===== src/rtl/shared_ram_pkg.sv =====
// Purpose: shared definitions for the shared 8-bit RAM initiator (widths, index width, command layout).
package shared_ram_pkg;

    localparam int unsigned DEF_ADDR_W  = 8;
    localparam int unsigned DEF_DATA_W  = 8;
    localparam int unsigned MAX_MASTERS = 8;
    localparam int unsigned IDX_W       = $clog2(MAX_MASTERS);

    // One Memory command: strobes followed by address and write data.
    typedef struct packed {
        logic                  en;
        logic                  wr;
        logic                  rd;
        logic [DEF_ADDR_W-1:0] addr;
        logic [DEF_DATA_W-1:0] data;
    } mem_cmd_t;

endpackage


===== src/rtl/rr_arbiter.sv =====
// Purpose: round-robin picker over a request vector, plus the rotating priority pointer.
// Ports:
//   clk, reset   clock and synchronous active-high reset
//   i_req        eligible requests
//   o_grant_c    one-hot winner (combinational)
//   o_idx_c      winner index (combinational)
//   o_valid_c    a winner exists (combinational)
module rr_arbiter
    import shared_ram_pkg::*;
#(
    parameter int unsigned NUM_MASTERS = 4
) (
    input  logic                   clk,
    input  logic                   reset,
    input  logic [NUM_MASTERS-1:0] i_req,
    output logic [NUM_MASTERS-1:0] o_grant_c,
    output logic [IDX_W-1:0]       o_idx_c,
    output logic                   o_valid_c
);

    logic [IDX_W-1:0] r_ptr;

    // First requester at or after the pointer, wrapping modulo NUM_MASTERS.
    always_comb begin : p_pick
        int unsigned j;
        o_grant_c = '0;
        o_idx_c   = '0;
        o_valid_c = 1'b0;
        j         = 0;
        for (int unsigned k = 0; k < NUM_MASTERS; k++) begin
            j = (32'(r_ptr) + k) % NUM_MASTERS;
            for (int unsigned m = 0; m < NUM_MASTERS; m++) begin
                if ((m == j) && !o_valid_c && i_req[m]) begin
                    o_valid_c    = 1'b1;
                    o_grant_c[m] = 1'b1;
                    o_idx_c      = IDX_W'(m);
                end
            end
        end
    end

    // Pointer moves just past the winner; held when nobody wins.
    always_ff @(posedge clk) begin
        if (reset) begin
            r_ptr <= '0;
        end else if (o_valid_c) begin
            r_ptr <= IDX_W'((32'(o_idx_c) + 32'd1) % NUM_MASTERS);
        end
    end

endmodule


===== src/rtl/shared_ram_arbiter.sv =====
// Purpose: initiator side of the shared single-port RAM. Arbitrates the masters round-robin,
//          issues one registered command per cycle to Memory, and routes read data back.
// Ports:
//   clk, reset       clock and synchronous active-high reset
//   req/wr/addr/wdata per-master request, op, packed address and write data
//   gnt              one-hot 1-cycle accept pulse
//   rvalid, rdata    one-hot read-return strobe and shared read data
//   mem_*            command outputs to Memory and its registered data_out
module shared_ram_arbiter
    import shared_ram_pkg::*;
#(
    parameter int unsigned NUM_MASTERS = 4,
    parameter int unsigned ADDR_W      = DEF_ADDR_W,
    parameter int unsigned DATA_W      = DEF_DATA_W
) (
    input  logic                          clk,
    input  logic                          reset,
    input  logic [NUM_MASTERS-1:0]        req,
    input  logic [NUM_MASTERS-1:0]        wr,
    input  logic [NUM_MASTERS*ADDR_W-1:0] addr,
    input  logic [NUM_MASTERS*DATA_W-1:0] wdata,
    output logic [NUM_MASTERS-1:0]        gnt,
    output logic [NUM_MASTERS-1:0]        rvalid,
    output logic [DATA_W-1:0]             rdata,
    output logic                          mem_enable,
    output logic                          mem_write,
    output logic                          mem_read,
    output logic [ADDR_W-1:0]             mem_address,
    output logic [DATA_W-1:0]             mem_data_in,
    input  logic [DATA_W-1:0]             mem_data_out
);

    logic [NUM_MASTERS-1:0] w_elig;
    logic [NUM_MASTERS-1:0] w_grant;
    logic [IDX_W-1:0]       w_idx;
    logic                   w_valid;
    mem_cmd_t               w_next;

    mem_cmd_t               r_cmd;
    logic [NUM_MASTERS-1:0] r_gnt;
    logic                   r_tag_rd;
    logic [IDX_W-1:0]       r_tag_idx;
    logic [NUM_MASTERS-1:0] r_rvalid;

    // A master is masked during its own grant cycle so a held req is not granted twice.
    assign w_elig = req & ~r_gnt;

    rr_arbiter #(
        .NUM_MASTERS (NUM_MASTERS)
    ) u_rr (
        .clk       (clk),
        .reset     (reset),
        .i_req     (w_elig),
        .o_grant_c (w_grant),
        .o_idx_c   (w_idx),
        .o_valid_c (w_valid)
    );

    // Next command: winner's fields, or an idle command that keeps address/data.
    always_comb begin
        w_next    = r_cmd;
        w_next.en = w_valid;
        w_next.wr = 1'b0;
        w_next.rd = 1'b0;
        for (int unsigned i = 0; i < NUM_MASTERS; i++) begin
            if (w_grant[i]) begin
                w_next.wr   = wr[i];
                w_next.rd   = ~wr[i];
                w_next.addr = addr[i*ADDR_W +: ADDR_W];
                w_next.data = wdata[i*DATA_W +: DATA_W];
            end
        end
    end

    // Command/grant register at E0; read tag decoded into rvalid at E1 when Memory returns data.
    always_ff @(posedge clk) begin
        if (reset) begin
            r_cmd     <= '0;
            r_gnt     <= '0;
            r_tag_rd  <= 1'b0;
            r_tag_idx <= '0;
            r_rvalid  <= '0;
        end else begin
            r_cmd     <= w_next;
            r_gnt     <= w_grant;
            r_tag_rd  <= w_next.rd;
            r_tag_idx <= w_idx;
            for (int unsigned i = 0; i < NUM_MASTERS; i++) begin
                r_rvalid[i] <= r_tag_rd && (32'(r_tag_idx) == i);
            end
        end
    end

    assign gnt         = r_gnt;
    assign rvalid      = r_rvalid;
    assign rdata       = mem_data_out;
    assign mem_enable  = r_cmd.en;
    assign mem_write   = r_cmd.wr;
    assign mem_read    = r_cmd.rd;
    assign mem_address = r_cmd.addr;
    assign mem_data_in = r_cmd.data;

endmodule


===== config.mk =====
export PLATFORM = sky130hd
export DESIGN_NAME = shared_ram_arbiter
export DESIGN_NICKNAME = d
export VERILOG_FILES = /design/src/rtl/shared_ram_pkg.sv /design/src/rtl/rr_arbiter.sv /design/src/rtl/shared_ram_arbiter.sv
export SDC_FILE = /design/constraint.sdc
export NUM_CORES = 1
export LEC_CHECK = 0
export BUFFER_PORTS_ARGS = -buffer_cell sky130_fd_sc_hd__buf_2
export CAP_MARGIN = 20
export CORE_MARGIN = 8
export CORE_UTILIZATION = 38
export CTS_CLUSTER_SIZE = 8
export DETAILED_ROUTE_END_ITERATION = 12
export PLACE_DENSITY = 0.78
export SLEW_MARGIN = 10
export SYNTH_ARGS = -nofsm -noshare
export SYNTH_HDL_FRONTEND = slang
export SYNTH_SLANG_ARGS = --single-unit
export TNS_END_PERCENT = 100

===== constraint.sdc =====
create_clock -name clk -period 1.6 [get_ports clk]
set_input_delay 0.16 -clock clk [delete_from_list [all_inputs] [get_ports clk]]
set_output_delay 0.16 -clock clk [all_outputs]
set_load 0.01 [all_outputs]

# After elaboration in Yosys (flattened, before gate mapping)

Index checks and enable logic that the tools add are counted.

$add $sub $neg: 4
Equal/unequal tests: 15
Muxes and demuxes: 50
Bitwise gates (word level): 6
Reduce and logical (&&, ||, !) cells: 56

Operators by type and width:

| kind                  | number |
|---|---|
| $logic_not A32 Y1     | 4 |
| $mux W18              | 4 |
| $logic_and A1 B1 Y1   | 35 |
| $mux W1               | 32 |
| $mux W2               | 14 |
| $eq A2 B2 Y1 const A  | 8 |
| $logic_not A1 Y1      | 15 |
| $eq A1 B2 Y1 const A  | 4 |
| $eq A3 B2 Y1 const B  | 2 |
| $add A2 B1 Y2 const B | 2 |
| $add A2 B2 Y2 const B | 2 |
| $and A4 B4 Y4         | 1 |
| $not A1 Y1            | 4 |
| $not A4 Y4            | 1 |
| $reduce_bool A4 Y1    | 1 |
| $eq A3 B1 Y1 const B  | 1 |
| $logic_not A3 Y1      | 1 |

Register bits after elaboration: 32
Output and inout port bits: 35
Logic and storage cells: 140

# Depth between registers and ports, before layout

Depth after elaboration: 65
Mapped depth: 7
Mapped depth without buffers: 5

# Hierarchy

Synthesis repeated with hierarchy kept, for this count alone.

Cell total of the unflattened synthesis: 201
Area, all modules: 1796.7 µm²

By module, submodules not included:

| module             | times used | cells an instance | area each (µm²) | seq. area each (µm²) |
|---|---|---|---|---|
| shared_ram_arbiter | 1          | 150               | 1460.2          | 600.6 |
| rr_arbiter         | 1          | 51                | 336.6           | 40.0 |

# Worst setup path before layout

OpenSTA, ideal clock, no wires.

Path kind: register to register
From: reg r_gnt[0], in the netlist gnt[0]
To: reg r_cmd, in the netlist mem_address[0]
Setup time: 125 ps
Arrival time: 1601 ps
Data required time: 1475 ps
Slack: -127 ps
Cell stages (with the launch flop): 8
Path buffers: 2
Cells stage by stage: dfxtp_1 -> nand2b_4 -> buf_6 -> o21a_1 -> o221a_4 -> buf_6 -> a2111oi_2 -> o21ai_1

Word-level cells in the longest chain between the ends: 65

RTL lines:

| element                                                         | RTL line                 | source |
|---|---|---|
| from (decl)                                                     | shared_ram_arbiter.sv:40 | `logic [NUM_MASTERS-1:0] r_gnt;` |
| from (signal assigned)                                          | shared_ram_arbiter.sv:85 | `r_gnt <= w_grant;` |
| $not A4 Y4 *                                                    | shared_ram_arbiter.sv:46 | `assign w_elig = req & ~r_gnt;` |
| $and A4 B4 Y4 *                                                 | shared_ram_arbiter.sv:46 |  |
| $logic_and A1 B1 Y1                                             | rr_arbiter.sv:33         | `if ((m == j) && !o_valid_c && i_req[m]) begin` |
| $mux W1                                                         | rr_arbiter.sv:33         |  |
| $logic_not A1 Y1                                                | rr_arbiter.sv:33         |  |
| $logic_and A1 B1 Y1 (2 in series)                               | rr_arbiter.sv:33         |  |
| $mux W1                                                         | rr_arbiter.sv:33         |  |
| $logic_not A1 Y1                                                | rr_arbiter.sv:33         |  |
| [46 not listed]                                                 | -                        |  |
| $mux W1                                                         | rr_arbiter.sv:33         |  |
| $logic_not A1 Y1                                                | rr_arbiter.sv:33         |  |
| $logic_and A1 B1 Y1 (2 in series)                               | rr_arbiter.sv:33         |  |
| $mux W1                                                         | rr_arbiter.sv:33         |  |
| $logic_not A1 Y1                                                | rr_arbiter.sv:33         |  |
| $logic_and A1 B1 Y1 (2 in series)                               | rr_arbiter.sv:33         |  |
| $mux W1                                                         | rr_arbiter.sv:33         |  |
| $reduce_bool A4 Y1 (no source line) or $mux W18 (tied branches) | -                        |  |
| to (signal assigned)                                            | shared_ram_arbiter.sv:84 | `r_cmd <= w_next;` |
| to (decl)                                                       | shared_ram_arbiter.sv:39 | `mem_cmd_t r_cmd;` |

Every way passes the cells marked *; elsewhere a longest branch is shown, timed or not.
A chain may end at the register's enable or synchronous reset.

# Worst setup path in the final report

From: reg r_gnt[2], in the netlist gnt[2]
To: reg r_cmd, in the netlist mem_address[4]

Word-level cells in the longest chain between the ends: 57

RTL lines:

| element                                                         | RTL line |
|---|---|
| $not A4 Y4 *                                                    | shared_ram_arbiter.sv:46 |
| $and A4 B4 Y4 *                                                 | shared_ram_arbiter.sv:46 |
| $logic_and A1 B1 Y1                                             | rr_arbiter.sv:33 |
| $mux W1                                                         | rr_arbiter.sv:33 |
| $logic_not A1 Y1                                                | rr_arbiter.sv:33 |
| $logic_and A1 B1 Y1 (2 in series)                               | rr_arbiter.sv:33 |
| $mux W1                                                         | rr_arbiter.sv:33 |
| $logic_not A1 Y1                                                | rr_arbiter.sv:33 |
| [38 not listed]                                                 | - |
| $mux W1                                                         | rr_arbiter.sv:33 |
| $logic_not A1 Y1                                                | rr_arbiter.sv:33 |
| $logic_and A1 B1 Y1 (2 in series)                               | rr_arbiter.sv:33 |
| $mux W1                                                         | rr_arbiter.sv:33 |
| $logic_not A1 Y1                                                | rr_arbiter.sv:33 |
| $logic_and A1 B1 Y1 (2 in series)                               | rr_arbiter.sv:33 |
| $mux W1                                                         | rr_arbiter.sv:33 |
| $reduce_bool A4 Y1 (no source line) or $mux W18 (tied branches) | - |

Marks and branches as above.

==> metrics.yaml <==
cts_buffers: 5
worst_pin_slew_ns: 0.465
timing.final.ws_setup_ns: -0.215
track_usage_pct: 22.0
die_area_sq_um: 8880
tritoncts: "built"
die_h_microns: 94.2
finalNetCount: 512
io_buffers: 100
rsz0062_at_grt: "yes"
setup_tns_ns: -2.70
finalHoldViolCount: 0
synth_ff_type: "dfxtp_1"
diodes: 0
firstDrtPassIters: 6
grt_antenna_before_repair: 1
drv_slew: 0
start_util_pct: 39.3
drc: 0
rows: 28
drv_cap: 0
endpoint_kind: "flop"
num_io_pins: 117
ctsHoldBuffers: 0
crit_path_max_fanout: 7
clk_path_buf_depth: 2
r2r-end: "mem_address[4]"
min_path_cells: 3
worst_clock_skew_ns: 0.00798
dp_hpwl_microns: 6870
violations: "setup timing"
via_per_inst: 6.48
ant_nets: 0
min-delay-start: "addr[7]"
max_freq_mhz: 551
dr_total_vias: 3279
final_common_cell: "buf_2"
syn-cell-area_sq_um: 2320
crit_path_start_kind: "flop"
worstPathArrival_ns: 1.99
whs_endpoint: "mem_address[7]"
synth_warnings: 0
drt_iter0_markers: 392
core-area_sq_um: 5920
synth_edf_count: 0
ff2ff_setup_slack_ns: -0.22
synth_nets: 375
die_x_microns: 94.2
path_class: "flop to flop"
period_minus_slack_ns: 1.82
p_leak_nw: 1.63
grt_remaining_overflow: 0
cp.required_ns: 1.78
finalCritPeriodShare_pct: 113
hp-class: "primary input to flop"
setup_violations: 20
ys_seq_elements: 31
cts.htree.levels: 2
globalplace.congestion: 0.941
synth_area_per_cell_sq_um: 7.93
whs_ns: 0.124
clock_latency_ns: 0.30
numClockSinks: 31
slew_headroom_pct: 69.0
finalWirelength_microns: 11900
grt_pass1_wl_microns: 15400
syn2layout_area_growth_pct: 71.8
layout-drive-gt1-share_pct: 55.0
final_cell_mix: "buf_2, buf_4, nand3b_1"
r2r_cells: 7
clk_pin_slew_ns: 0.07
yosysUniqueCellTypes: 48
power.density_nw_per_um2: 928
grt_max_degree: 29
cts_root_buf: "clkbuf_8"
post-route-util_pct: 67.5
outcome: "finished, violations left"
wl_per_cell_microns: 23.6
peakVddDrop_v: 0.000539
rr_startpoint: "gnt[2]"
synth_seq_area_share_pct: 26.7
synthArstFlopShare_pct: 0
synthCells: 293
first_global_vias: 2991
==> cells in the mapped netlist (6+ instances only) <==
library cell,number,area (sq um)
nand3b_1,31,233
o21ai_1,10,50.1
a2111oi_0,8,70.1
nand2_1,22,82.6
buf_2,16,80.1
nor2b_1,6,37.5
dfxtp_1,31,621
clkbuf_1,10,37.5
nor2_1,9,33.8
o22ai_1,30,188
o21ai_0,22,110
nand3_1,30,150
buf_4,11,82.6
a2111oi_2,7,105
==> worst max path at each step <==
stage	from	endpoint
after floorplan	gnt[0]	mem_address[5]
after global placement	gnt[1]	mem_data_in[3]
after detailed placement	gnt[2]	mem_data_in[3]
after CTS	gnt[0]	mem_write
after global routing	gnt[2]	r_tag_rd
final	gnt[2]	mem_address[4]
==> timing repair <==
item | CTS | global route
cloned | 4 | 0
setup endpoints to repair | 18 | 21
resized for setup | 52 | 46
pin swaps | 7 | 28
buffers inserted | 9 | 14
==> kinds of logic after synthesis <==
group / after synthesis / share of synthesized area (%)
AO/OA/AOI/OAI: 106 / 35.1
AND/OR/NAND/NOR: 112 / 27.5
adder cells (fa/ha/maj): 1 / 0.431
flip-flops: 31 / 26.7
buffers and inverters: 43 / 10.2
==> where the power goes <==
group | total [W] | internal (W) | switching (W)
Clock | 0.000706 | 0.000393 | 0.000313
Sequential | 0.000970 | 0.000886 | 0.0000845
Combinational | 0.00203 | 0.000999 | 0.00103
Total | 0.00371 | 0.00228 | 0.00143
==> flip-flops by register name, summed over array words and instances (netlist names) <==
register,cells
r_tag_idx,2
r_tag_rd,1
gnt,4
mem_write,1
rvalid,4
mem_enable,1
u_rr.r_ptr,2
mem_address,8
mem_data_in,8
==> cell type report <==
type | count | area [sq um]
tap | 75 | 93.8
clock buffer | 8 | 100
sequential | 31 | 628
multi-input combinational | 220 | 1980
fill | 402 | 1930
timing repair buffer | 169 | 1180
inverter | 3 | 11.3
==> per-layer routing <==
metal  GRT usage, %  vias up  share of wire, %
met5              0        -              0.11
met4           10.7        2               5.6
met3           7.19       80                12
met2           35.8      306                46
met1           25.3     1498                36
li1               -     1393                 -
==> through the flow <==
step / total power (W) / worst slack [ns] / instances / instance area [sq um]
after floorplan: 0.00187 / -0.0162 / 293 / 2480
after global placement: 0.00232 / -0.139 / 473 / 3200
after detailed placement: 0.00237 / -0.197 / 473 / 3200
after CTS: 0.00336 / -0.106 / 494 / 3700
after global routing: 0.00383 / -0.286 / 506 / 3990
final: 0.00371 / -0.215 / 506 / 3990
==> critical path, cell delays in order (launching register included) <==
cell	delay [ns]
dfxtp_2	0.34
nand3b_1	0.27
a21oi_4	0.27
nor3_4	0.09
buf_12	0.15
buf_6	0.13
a2111oi_4	0.33
o21ai_1	0.11
(Power assumes the default switching activity.)
